==> config.mk <==
export PLATFORM = sky130hd
export DESIGN_NAME = booth_r4_seq_mult
export DESIGN_NICKNAME = d
export VERILOG_FILES = /design/src/rtl/booth_r4_seq_mult.sv
export SDC_FILE = /design/constraint.sdc
export NUM_CORES = 1
export LEC_CHECK = 0
export ABC_CLOCK_PERIOD_IN_PS = 4600
export BUFFER_PORTS_ARGS = -buffer_cell sky130_fd_sc_hd__buf_4
export CAP_MARGIN = 20
export CORE_MARGIN = 5
export CORE_UTILIZATION = 25
export DETAILED_ROUTE_END_ITERATION = 8
export SLEW_MARGIN = 40
export SYNTH_ARGS = -nofsm -noshare
export SYNTH_HDL_FRONTEND = slang
export SYNTH_SLANG_ARGS = --single-unit
==> constraint.sdc <==
create_clock -name clk -period 4.6 [get_ports clk]
set_input_delay 0.46 -clock clk [delete_from_list [all_inputs] [get_ports clk]]
set_output_delay 0.46 -clock clk [all_outputs]
set_load 0.02 [all_outputs]
==> src/rtl/booth_r4_seq_mult.sv <==
// Iterative radix-4 Booth signed multiplier, one digit per clock. Defining BOOTH_APPROX_EN drops the low APPROX_DIGITS partial products.
// Latency: WIDTH/2 cycles from the accept edge to out_valid. The minimum initiation interval is WIDTH/2+2 cycles.
// Backpressure: the result holds in DONE until out_ready. in_ready is low whenever an operation is in flight.
module booth_r4_seq_mult #(
    parameter int WIDTH         = 8,
    parameter int APPROX_DIGITS = 1
) (
    input  logic                 clk,
    input  logic                 rst,
    input  logic                 in_valid,
    output logic                 in_ready,
    input  logic [WIDTH-1:0]     a,
    input  logic [WIDTH-1:0]     b,
    output logic                 out_valid,
    input  logic                 out_ready,
    output logic [2*WIDTH-1:0]   product,
    output logic                 busy
);

    localparam int N     = WIDTH / 2;
    localparam int PW    = 2 * WIDTH;
    localparam int CNT_W = (N > 1) ? $clog2(N) : 1;

`ifdef BOOTH_APPROX_EN
    localparam int DROP_DIGITS = APPROX_DIGITS;
`else
    localparam int DROP_DIGITS = 0 * APPROX_DIGITS;
`endif

    typedef enum logic [1:0] {
        S_IDLE,
        S_CALC,
        S_DONE
    } state_t;

    state_t             state_q, state_d;
    logic [PW-1:0]      mcand_q, mcand_d;
    logic [WIDTH:0]     mplr_q,  mplr_d;
    logic [PW-1:0]      acc_q,   acc_d;
    logic [CNT_W-1:0]   idx_q,   idx_d;
    logic [PW-1:0]      pp;
    logic [PW-1:0]      mcand_x2;
    logic               drop;

    // The multiplicand is pre-shifted by 2 each digit, and the multiplier is shifted right by 2.
    // The current Booth triplet is therefore always at mplr_q[2:0].
    always_comb begin
        mcand_x2 = mcand_q << 1;
        pp       = '0;
        case (mplr_q[2:0])
            3'b001, 3'b010: pp = mcand_q;
            3'b011:         pp = mcand_x2;
            3'b100:         pp = -mcand_x2;
            3'b101, 3'b110: pp = -mcand_q;
            default:        pp = '0;
        endcase
        drop = (32'(idx_q) < DROP_DIGITS);
    end

    always_comb begin
        state_d = state_q;
        mcand_d = mcand_q;
        mplr_d  = mplr_q;
        acc_d   = acc_q;
        idx_d   = idx_q;
        case (state_q)
            S_IDLE: begin
                if (in_valid) begin
                    mcand_d = {{WIDTH{a[WIDTH-1]}}, a};
                    mplr_d  = {b, 1'b0};
                    acc_d   = '0;
                    idx_d   = '0;
                    state_d = S_CALC;
                end
            end
            S_CALC: begin
                acc_d   = acc_q + (drop ? '0 : pp);
                mcand_d = mcand_q << 2;
                mplr_d  = {2'b00, mplr_q[WIDTH:2]};
                idx_d   = idx_q + 1'b1;
                if (idx_q == CNT_W'(N - 1)) begin
                    state_d = S_DONE;
                end
            end
            S_DONE: begin
                if (out_ready) begin
                    state_d = S_IDLE;
                end
            end
            default: state_d = S_IDLE;
        endcase
    end

    always_ff @(posedge clk) begin
        if (rst) begin
            state_q <= S_IDLE;
            mcand_q <= '0;
            mplr_q  <= '0;
            acc_q   <= '0;
            idx_q   <= '0;
        end else begin
            state_q <= state_d;
            mcand_q <= mcand_d;
            mplr_q  <= mplr_d;
            acc_q   <= acc_d;
            idx_q   <= idx_d;
        end
    end

    // in_ready is gated by rst so that nothing is offered while the block is held in reset.
    assign in_ready  = (state_q == S_IDLE) && !rst;
    assign out_valid = (state_q == S_DONE);
    assign busy      = (state_q != S_IDLE);
    assign product   = acc_q;

endmodule

==> results of run 1 <==
==> flip-flops by register name, summed over array words and instances (netlist names) <==
register,flops
mplr_q,9
state_q,2
idx_q,2
product,16
mcand_q,16
==> power by group through the flow <==
stage	clock (mW)	sequential [mW]	combinational, mW
global placement	0	0.469	0.344
detailed placement	0	0.470	0.350
floorplan	0	0.449	0.291
finish	0.427	0.462	0.351
CTS	0.439	0.461	0.351
global route	0.457	0.468	0.394
==> kinds of logic (layout without fill, tap and decap cells) <==
kind of cell,count (synthesis),in the layout,synth area share
AO/OA/AOI/OAI,131,131,0.253
XOR/XNOR,30,30,0.0777
adder cells (fa/ha/maj),18,18,0.0688
buffers and inverters,44,58,0.0655
flip-flops,45,45,0.266
multiplexers,10,10,0.0325
AND/OR/NAND/NOR,164,164,0.236
==> placed cells by master (no fill, tap or decap), drive strengths merged, types with 3 or more instances in the layout <==
cell    Yosys  layout
nor2       73      73
dfxtp      45      45
a21oi      43      43
buf        14      42
a22oi      34      34
nand2      33      33
xnor2      17      17
ha         17      17
nor2b      15      15
o21ai      15      15
xor2       13      13
nor3       13      13
a221oi      9       9
inv         8       9
mux2        8       8
a211oi      7       7
a21o        5       5
clkbuf     22       5
nand2b      4       4
or3         4       4
nand3       4       4
a31oi       4       4
nand4       3       3
nor3b       3       3
nor4        3       3
==> critical path, cell delays in order (launching register included) <==
cell                        delay (ns)
sky130_fd_sc_hd__dfxtp_1          0.36
sky130_fd_sc_hd__inv_1            0.11
sky130_fd_sc_hd__ha_1             0.20
sky130_fd_sc_hd__nor3b_4          0.31
sky130_fd_sc_hd__nand2_2          0.12
sky130_fd_sc_hd__or4_4            0.44
sky130_fd_sc_hd__nand2_1          0.10
sky130_fd_sc_hd__xnor2_1          0.08
sky130_fd_sc_hd__a221oi_1         0.34
sky130_fd_sc_hd__a21oi_1          0.08
sky130_fd_sc_hd__ha_1             0.37
sky130_fd_sc_hd__nand4_1          0.14
sky130_fd_sc_hd__nor2_1           0.06
sky130_fd_sc_hd__a2111oi_0        0.50
sky130_fd_sc_hd__a21oi_1          0.15
sky130_fd_sc_hd__or3_1            0.35
sky130_fd_sc_hd__a211oi_1         0.22
sky130_fd_sc_hd__o21bai_1         0.12
==> stage by stage <==
step,total power [mW],worst slack [ns]
floorplan,0.740,0.905
global placement,0.813,0.604
detailed placement,0.821,0.528
CTS,1.25,0.483
global route,1.32,0.183
finish,1.24,0.463
==> worst paths after layout <==
check / startpoint / to
setup / recovery: mcand_q[0] / product[15]
hold / removal: a[0] / mcand_q[0]
setup reg to reg: mcand_q[0] / product[15]
hold reg to reg: product[15] / product[15]
==> area by class of cell <==
| type | instances | area share |
|---|---|---|
| Tap cell | 176 | 0.0564 |
| Timing Repair Buffer | 42 | 0.0807 |
| Clock buffer | 5 | 0.0320 |
| Inverter | 8 | 0.00769 |
| Clock inverter | 3 | 0.0128 |
| Multi-Input combinational cell | 353 | 0.579 |
| Sequential cell | 45 | 0.231 |
==> routing by layer <==
layer	track usage	share of wire
met5	0	0
met4	0.0366	0.023
met3	0.0143	0.032
met2	0.187	0.48
met1	0.144	0.47
==> results.txt, run 1 <==
* Library cells used by synthesis: 52
* CP Max Fanout: 6
- Die extent in y: approximately 130 um
- The max-slew violation total from the final report is 0.
- The worst setup path is captured at a register.
* Area inside the core boundary: 13200 um^2
- Setup violations remaining at the end of the flow were counted as 0.
* CTS hold repair buffers: 0
- Entering global routing, the biggest net connects 43 pins.
- Initial DRT Pass Iterations: 5
- The finished layout holds 632 standard cells, fillers aside.
- Most repeated cell in the gate-level netlist after synthesis: sky130_fd_sc_hd__nor2_1
- I/O pin count: 39
- Largest cells by area after synthesis: sky130_fd_sc_hd__dfxtp_1, sky130_fd_sc_hd__nor2_1, sky130_fd_sc_hd__a22oi_1
- Fraction of final layout cells sized beyond drive strength 1: 0.149
- Top cell type's share of synthesized area: 0.266
- Maximum clock path buffer count: 2
- Syn Nets: 480
- Global routing finished with a remaining overflow of 0.
- The worst-case IR drop observed on VDD is 0.000219 V.
- Kind of path behind the tightest hold check: input port to register
- Headroom to the max-slew limit came out at 0.478.
- CP startpoint kind: register
* Areal power density over the cells: 317 nW/um^2
- EDFF count, synth: 0
- The analysis attributes to cell leakage a power of ~1.6 nW.
- The die is 126 um wide.
* Final worst path period need: 4.14 ns
* Antenna violations before repair: 0
* Sinks on the clock net: 45
- Sequential cell fraction of total power: 0.372
- Cts repair resizes: 0
* Clk_lat worst skew: 0.29 ns
- During synthesis, Yosys emitted a total of 0 warnings.
- In this run, synthesis produced a sequential element count of 45.
* Hold path depth: 3
- Hold slack: ~0.4 ns
- R2r worst-path depth: 17
- For this run, the post-layout net count is ~490.
* Max capacitance violation total: 0
* Switching Share: 0.328
- Clock power frac: 0.345
- The cell sitting at the root of the clock tree is a sky130_fd_sc_hd__clkbuf_16.
* Comb pwr share: 0.283
* Global placement routability congestion: roughly 0.88
* Placed instance count: 624
* Post-detailed-route count of antenna-violating nets: 0
- Port-buffer cells: 38
- Relative to the synthesized area, the layout overhead comes to 15.5%.
- Ys async rst share: 0
- Slew at the pin closest to its max-slew limit: 0.781 ns
- The H-tree generated during clock tree synthesis spans 2 levels.
* Die area: 16000 um^2
- In the global route stage, overall resource usage came out at 0.110.
- DR vias: 3232
* DRC Markers: 0
- CTS Buf Count: 5
* CP Class: register to register
- Summed over all nets, the switching power comes to 0.406 mW.
* Most numerous cell types in the synthesized netlist: sky130_fd_sc_hd__nor2_1, sky130_fd_sc_hd__dfxtp_1, sky130_fd_sc_hd__a21oi_1
- Core Util, Final: 0.295
- Skew final: around 0.0086 ns
- Wires add up to 8800 um.
- Area of all placed cells without fillers: 3910 um^2
- In this run the core area contains 42 standard-cell rows.
* Post-Syn Area: 3380 um^2
* Post-CTS setup-driven buffer insertion count: 0
- Footprint of the flip-flops and latches: ~900 um^2
- Arrival time at the worst endpoint: 4.36 ns
- Final sum of negative setup slack: 0 ns
- After detailed placement, the total cell area comes to 3730 um^2.
- Share of the clock period used by the worst path after layout: 0.899
- The number of global-route vias before repair was roughly 3.2k.
- Filler cell count in the final layout: 1431
* Syn Area/Cell: 7.65 um^2
- DR WL/cell: 13.9 um
- Reg clk slew, reported paths: approximately 0.070 ns
* Setup repair after global routing missed its margin: no
- After detailed routing, the number of vias per cell comes to 5.11.
- Fmax: between 0.2 and 0.25 GHz
- Initial drt markers: 217
* Initial core utilization: 0.255
- Part of the Yosys area used for sequential elements: 0.266
* Worst reg2reg setup slack: 0.46 ns
* Sum of net half-perimeters after detailed placement: 6450 um
- Required @ worst endpoint: 4.82 ns
* Number of instances in the synthesized netlist: 442
* Antenna fix cells: 0
* Internal power component: around 0.83 mW
* Global-route wire length before repair: roughly 15000 um
- Predominant post-synthesis flop cell: sky130_fd_sc_hd__dfxtp_1
* Area used by multi-input combinational logic: roughly 2300 um^2
- The number of endpoints with negative hold slack in the final report was 0.
- CTS tree: built
- Summed over all instances, the cell type with the most area after synthesis is sky130_fd_sc_hd__dfxtp_1.
- The flow ran to the end, and the final reports show no timing, DRC or antenna violations.
Power figures use the tool's default switching activity.
==> run 2: changes to the inputs <==
--- a/config.mk
+++ b/config.mk
@@ -5,7 +5,7 @@
 export SDC_FILE = /design/constraint.sdc
 export NUM_CORES = 1
 export LEC_CHECK = 0
-export ABC_CLOCK_PERIOD_IN_PS = 4600
+export ABC_CLOCK_PERIOD_IN_PS = 4200
 export BUFFER_PORTS_ARGS = -buffer_cell sky130_fd_sc_hd__buf_4
 export CAP_MARGIN = 20
 export CORE_MARGIN = 5
==> constraint.sdc (replaced) <==
create_clock -name clk -period 4.2 [get_ports clk]
set_input_delay 0.42 -clock clk [delete_from_list [all_inputs] [get_ports clk]]
set_output_delay 0.42 -clock clk [all_outputs]
set_load 0.02 [all_outputs]
==> results.txt, run 2 (synthesis results as in run 1) <==
* Status: completed
* Fraction of final layout cells sized beyond drive strength 1: 0.157
- CP endpoint kind: register
- The number of placed instances, taps included, is 625.
* DR WL/cell: 13.9 um
- For this run, the share of the core covered by cells in the final layout is 0.295.
* Worst supply voltage drop on vdd: 0.000165 V
* Maximum single-stage delay on the critical path: 0.37 ns
- GRT Resource Usage Total: 0.111
- Clk_lat worst skew: roughly 0.30 ns
* Slew at the pin closest to its max-slew limit: ~0.74 ns
- Die extent in y: between 100 and 150 um
* Endpoints failing setup: 0
* CTS Buf Count: 5
- Final Hold Violating Endpoints: 0
- The die covers 16000 um^2.
* I/O pin count: 39
- Share of the clock period used by the worst path after layout: 0.907
- Static timing analysis puts the maximum clock frequency at 0.263 GHz.
- For this run, the detailed router's first-pass iteration total came to 4.
- Kind of path behind the tightest hold check: input port to register
- Relative to the synthesized area, the layout overhead comes to 15.6%.
- From left edge to right edge, the die measures 126 um.
- After legalization and detailed placement, the total HPWL measured 6480 um.
- For this run, design rule violations remaining after detail routing come to 0.
- CP startpoint kind: register
- Power spread over the standard cell area amounts to 335 nW/um^2.
* Hold path depth: 3
- In the routed layout, each cell is associated on average with a via count of 5.01.
* Area used by multi-input combinational logic: 2270 um^2
- Antenna fix cells: 0
- Entering global routing, the biggest net connects between 40 and 50 pins.
* CP Cell Sequence: inv_1, ha_1, nor3b_4, nand2_2, nor3b_1, nand2b_1, xnor2_1, a221oi_1, a21oi_1, ha_1, a21o_1, a21o_1, a21o_1, or3_1, a211oi_1, o21bai_1
- Summed over all failing endpoints, the final setup total negative slack is 0 ns.
* Leakage: 1.64 nW
- Skew final: 0.00793 ns
- After the first detailed-routing iteration, the DRC count stood at 217.
* DRT Wirelength: around 8800 um
- Commonest non-fill, non-tap cells in the layout: sky130_fd_sc_hd__nor2_1, sky130_fd_sc_hd__dfxtp_1, sky130_fd_sc_hd__buf_4
* Cell occurring most often along the worst timing path: sky130_fd_sc_hd__a21o_1
* # nets final: 495
- Root buffer cell: sky130_fd_sc_hd__clkbuf_16
* Max capacitance violation total: 0
- At the worst endpoint, the required time is 4.42 ns.
- Initial core utilization: 0.255
* Critical Path Slowest Stage Cell: sky130_fd_sc_hd__or3_1
- The critical path crosses 16 cells after its start point.
- The initial antenna violation count is 0.
- Std cell rows: 42
- In this run the worst path has a maximum fanout of 5.
- Sinks on the clock net: 45
- The core region is 13200 um^2.
* Port-buffer cells: 38
* Reg clk slew, reported paths: 0.07 ns
* Global placement routability congestion: ~0.9
- R2r worst-path depth: 16
- DR vias: 3176
* Number of global-route vias before repair: roughly 3.2k
- Largest delay contributor family on the critical path: compound AO/OA/AOI/OAI gates
- Counting both buffers and inverters, the worst setup path holds a total of 1.
- Arrival time at the worst endpoint: 4.03 ns
- Most common cell after layout, fill and taps aside: sky130_fd_sc_hd__nor2_1
* Maximum clock path buffer count: 2
* Filler cell count in the final layout: 1437
- The finished layout holds 634 standard cells, fillers aside.
- For the finished layout, the period the worst path requires is 3.81 ns.
* CTS tree: built
- The worst setup path is of the register to register kind.
- Slew headroom: 0.508
* Setup repair after global routing missed its margin: no
* Post-detailed-route count of antenna-violating nets: 0
- The first global-routing pass estimated approximately 15000 um of wire.
- The max-slew violation total from the final report is 0.
- The H-tree generated during clock tree synthesis spans 2 levels.
* Grt total ovfl: 0
- Footprint of the flip-flops and latches: 902 um^2
-- run 2: changes by cell type in the layout (fill, tap and decap cells not counted) --
cell and delta:
sky130_fd_sc_hd__buf_4 +2, sky130_fd_sc_hd__a2111oi_0 -1, sky130_fd_sc_hd__a2111oi_2 +1, sky130_fd_sc_hd__bufinv_16 -1, sky130_fd_sc_hd__clkbuf_8 +1, sky130_fd_sc_hd__ha_1 -1, sky130_fd_sc_hd__ha_2 +1, sky130_fd_sc_hd__inv_6 +1
sky130_fd_sc_hd__inv_8 -1
-- run 2: final timing paths --
path	startpoint	to	slack [ns]
max	mcand_q[1]	product[15]	0.39
min	a[0]	mcand_q[0]	0.36
max reg2reg	mcand_q[1]	product[15]	0.39
min reg2reg	idx_q[0]	idx_q[0]	0.48
-- run 2: per-stage QoR --
step           area (um^2)  hold WS (ns)  worst slack (ns)  power (mW)
2_1_floorplan         3380         0.444             0.505       0.810
3_3_place_gp          3730         0.460             0.208       0.894
3_5_place_dp          3740         0.473             0.129       0.901
4_1_cts               3890         0.358            0.0717        1.32
5_1_grt               3910         0.369            0.0641        1.39
6_report              3910         0.357             0.391        1.31
-- run 2: timing repair --
item,4_1_cts,5_1_grt
hold endpoints to repair,0,0
gates resized for setup,0,3
endpoints found under the setup margin,0,2
hold buffers,0,0
buffers inserted,0,1
-- run 2: area by class of cell --
cell class,count,area share
Multi-Input combinational cell,353,0.581
Clock inverter,2,0.00448
Timing Repair Buffer,44,0.0845
Clock buffer,6,0.0355
Sequential cell,45,0.231
Tap cell,176,0.0563
Inverter,8,0.00768
-- run 2: worst register-to-register path: cells and delay by family (launching register included) --
| kind | cells | cell delay, ns |
|---|---|---|
| compound gates | 7 | 1.32 |
| simple gates | 5 | 1.29 |
| fa+ha+maj | 2 | 0.56 |
| flops | 1 | 0.36 |
| buf+inv | 1 | 0.12 |
| xor+xnor | 1 | 0.10 |
-- run 2: metal layers --
metal | part of all wire | routed length (um) | vias up | track usage
li1 | - | - | 1616 | -
met1 | 0.46 | 4070 | 1476 | 0.143
met2 | 0.48 | 4220 | 71 | 0.187
met3 | 0.040 | 349 | 13 | 0.0177
met4 | 0.017 | 150 | 0 | 0.0461
met5 | 0 | 0 | - | 0
-- run 2: where the power goes --
part	total (mW)	internal (mW)	switching (mW)
combinational	0.391	0.176	0.215
clock	0.414	0.240	0.174
sequential	0.504	0.455	0.0483
total	1.31	0.871	0.437
==> run 3: changes to the inputs <==
--- a/config.mk
+++ b/config.mk
@@ -9,7 +9,7 @@
 export BUFFER_PORTS_ARGS = -buffer_cell sky130_fd_sc_hd__buf_4
 export CAP_MARGIN = 20
 export CORE_MARGIN = 5
-export CORE_UTILIZATION = 25
+export CORE_UTILIZATION = 30
 export DETAILED_ROUTE_END_ITERATION = 8
 export SLEW_MARGIN = 40
 export SYNTH_ARGS = -nofsm -noshare
==> results.txt, run 3 (synthesis results as in run 1) <==
- The internal power of the cells totals 0.930 mW.
- H-tree depth: 2
- For this design the total switching power over the nets is 0.433 mW.
- At the end of routability-driven placement, the weighted congestion stood at 0.880.
* Port-buffer cells: 38
* CP Max Fanout: 6
- Sum of net half-perimeters after detailed placement: around 6300 um
- Grt total ovfl: 0
- The number of endpoints with negative hold slack in the final report is 0.
* Share of the clock period used by the worst path after layout: 0.908
- Antenna violations before repair: 0
* Fraction of final layout cells sized beyond drive strength 1: 0.156
* Min setup slack post-route: 0.387 ns
- Most common cell after layout, fill and taps aside: sky130_fd_sc_hd__nor2_1
- Setup repair after global routing left no endpoint under its margin.
* Maximum single-stage delay on the critical path: 0.44 ns
- Switching Share: 0.318
- For this configuration, the core starts out at a cell density of 0.309.
- The repair_antennas step left the layout with diodes totalling 0.
- The initialized floorplan defines 38 standard-cell rows.
* Endpoints failing setup: 0
* Post-CTS setup-driven buffer insertion count: 0
* Area grow syn2layout: 15.3%
* GRT Resource Usage Total: 0.132
- DRC Markers: 0
- Reg clk slew, reported paths: 0.07 ns
- Comb pwr share: 0.289
* Post-detailed-route count of antenna-violating nets: 0
* Initial DRT Pass Iterations: 5
- The worst setup path is captured at a register.
- I/O pin count: 39
- Initial drt markers: 178
- The region available for standard cell placement spans 10900 um^2.
- At the placement stage, the worst setup path has a slack of 0.211 ns.
* CP Cell Sequence: inv_1, ha_1, nor3b_4, nand2_2, or4_4, nand2_1, xnor2_1, a221oi_1, a21oi_1, ha_1, nand2_1, nor2_1, a2111oi_2, a21oi_1, or3_1, a211oi_1, o21bai_1
* Slew at the pin closest to its max-slew limit: around 0.76 ns
- Data on the critical path arrives at its endpoint at 4.03 ns.
* CP startpoint kind: register
- Subtracting the final worst setup slack from the clock period gives 3.81 ns.
- The min-delay analysis places its worst path in the category input port to register.
- The floorplan step defined a die boundary enclosing 13500 um^2.
- CTS Buf Count: 5
- The number of global-route vias before repair came to 3101.
- Final sum of negative setup slack: 0 ns
* Die extent in y: 116 um
* Maximum clock path buffer count: 2
- Areal power density over the cells: 349 nW/um^2
* Max capacitance violation total: 0
- Across the routed clock network, the largest skew measured is 0.00406 ns.
* Clk_lat worst skew: 0.28 ns
- Hold slack: 0.374 ns
* Commonest non-fill, non-tap cells in the layout: sky130_fd_sc_hd__nor2_1, sky130_fd_sc_hd__buf_4, sky130_fd_sc_hd__dfxtp_1
- Of the total power, the clock network draws 0.342.
- For this run, the top clock speed supported by timing is 0.262 GHz.
- Entering global routing, the biggest net connects 43 pins.
- # nets final: 498
- Sequential cell fraction of total power: 0.370
- In the final routed layout, each cell accounts on average for 14.4 um.
- In this run the clock root is driven by a sky130_fd_sc_hd__clkbuf_16.
- TritonCTS built the clock tree.
- CP Class: register to register
* Sinks on the clock net: 45
* Global-route wire length before repair: 14700 um
- Slew headroom: 0.494
- Measured along the x axis, the die boundary spans 116 um.
- At the worst endpoint, the required time is 4.42 ns.
- Final slew viol count: 0
- Post-detailed-route via-to-cell ratio: around 5.3
- Worst supply voltage drop on vdd: around 0.00026 V
- The slowest stage of the critical path is the sky130_fd_sc_hd__or4_4 cell.
- Wires add up to 8680 um.
- Summing over every cut layer, the via total after detailed routing is 3182.
- The run finished with clean final reports.
- Summed over all cells, the static leakage comes to 1.66 nW.
==> run 3: worst max-delay path, delay by kind of cell (launching register included) <==
kind            cells  cell delay (ns)
fa+ha+maj           2             0.60
simple gates        7             1.37
buf+inv             1             0.12
flops               1             0.36
compound gates      6             1.22
xor+xnor            1             0.09
==> run 3: layout make-up <==
| cell class | count | area, um^2 |
|---|---|---|
| tap | 140 | 175 |
| clock inverter | 2 | 37.5 |
| timing repair buffer | 47 | 353 |
| multi-input combinational | 353 | 2270 |
| clock buffer | 6 | 139 |
| sequential | 45 | 901 |
| inverter | 8 | 30.0 |
| fill | 1162 | 7030 |
==> run 3: metal layers <==
layer / up-vias / track usage / routed length, um / share of wire
met5: - / 0 / 0 / 0
met4: 0 / 0.0425 / 160 / 0.018
met3: 10 / 0.0176 / 308 / 0.035
met2: 60 / 0.229 / 4250 / 0.49
met1: 1495 / 0.169 / 3960 / 0.46
li1: 1617 / - / - / -
==> run 3: power by group through the flow <==
| stage | Clock (mW) | Combinational, mW | Sequential (mW) |
|---|---|---|---|
| 3_5_place_dp | 0 | 0.391 | 0.513 |
| 4_1_cts | 0.477 | 0.394 | 0.504 |
| 6_report | 0.466 | 0.393 | 0.504 |
| 5_1_grt | 0.492 | 0.441 | 0.510 |
| 2_1_floorplan | 0 | 0.319 | 0.492 |
| 3_3_place_gp | 0 | 0.386 | 0.512 |
==> run 3: path summary, 6_finish.rpt <==
| kind | start | endpoint | slack, ns | cells after the start |
|---|---|---|---|---|
| min | b[6] | mplr_q[7] | 0.37 | 3 |
| max reg2reg | mcand_q[1] | product[15] | 0.39 | 17 |
| min reg2reg | idx_q[0] | idx_q[0] | 0.49 | 1 |
| max | mcand_q[1] | product[15] | 0.39 | 17 |
==> run 3: repair_timing <==
action | CTS | global route
hold endpoints to repair | 0 | 0
gates resized for setup | 0 | 2
hold buffers | 0 | 0
setup endpoints to repair | 0 | 3
==> run 3: per-stage QoR <==
| step | power [mW] | cell area [um^2] | util | std cells |
|---|---|---|---|---|
| 2_1_floorplan | 0.810 | 3380 | - | 442 |
| 5_1_grt | 1.44 | 3900 | 0.357 | 601 |
| 4_1_cts | 1.37 | 3900 | 0.356 | 601 |
| 6_report | 1.36 | 3900 | 0.357 | 601 |
| 3_3_place_gp | 0.898 | 3720 | 0.340 | 593 |
| 3_5_place_dp | 0.905 | 3720 | 0.340 | 593 |
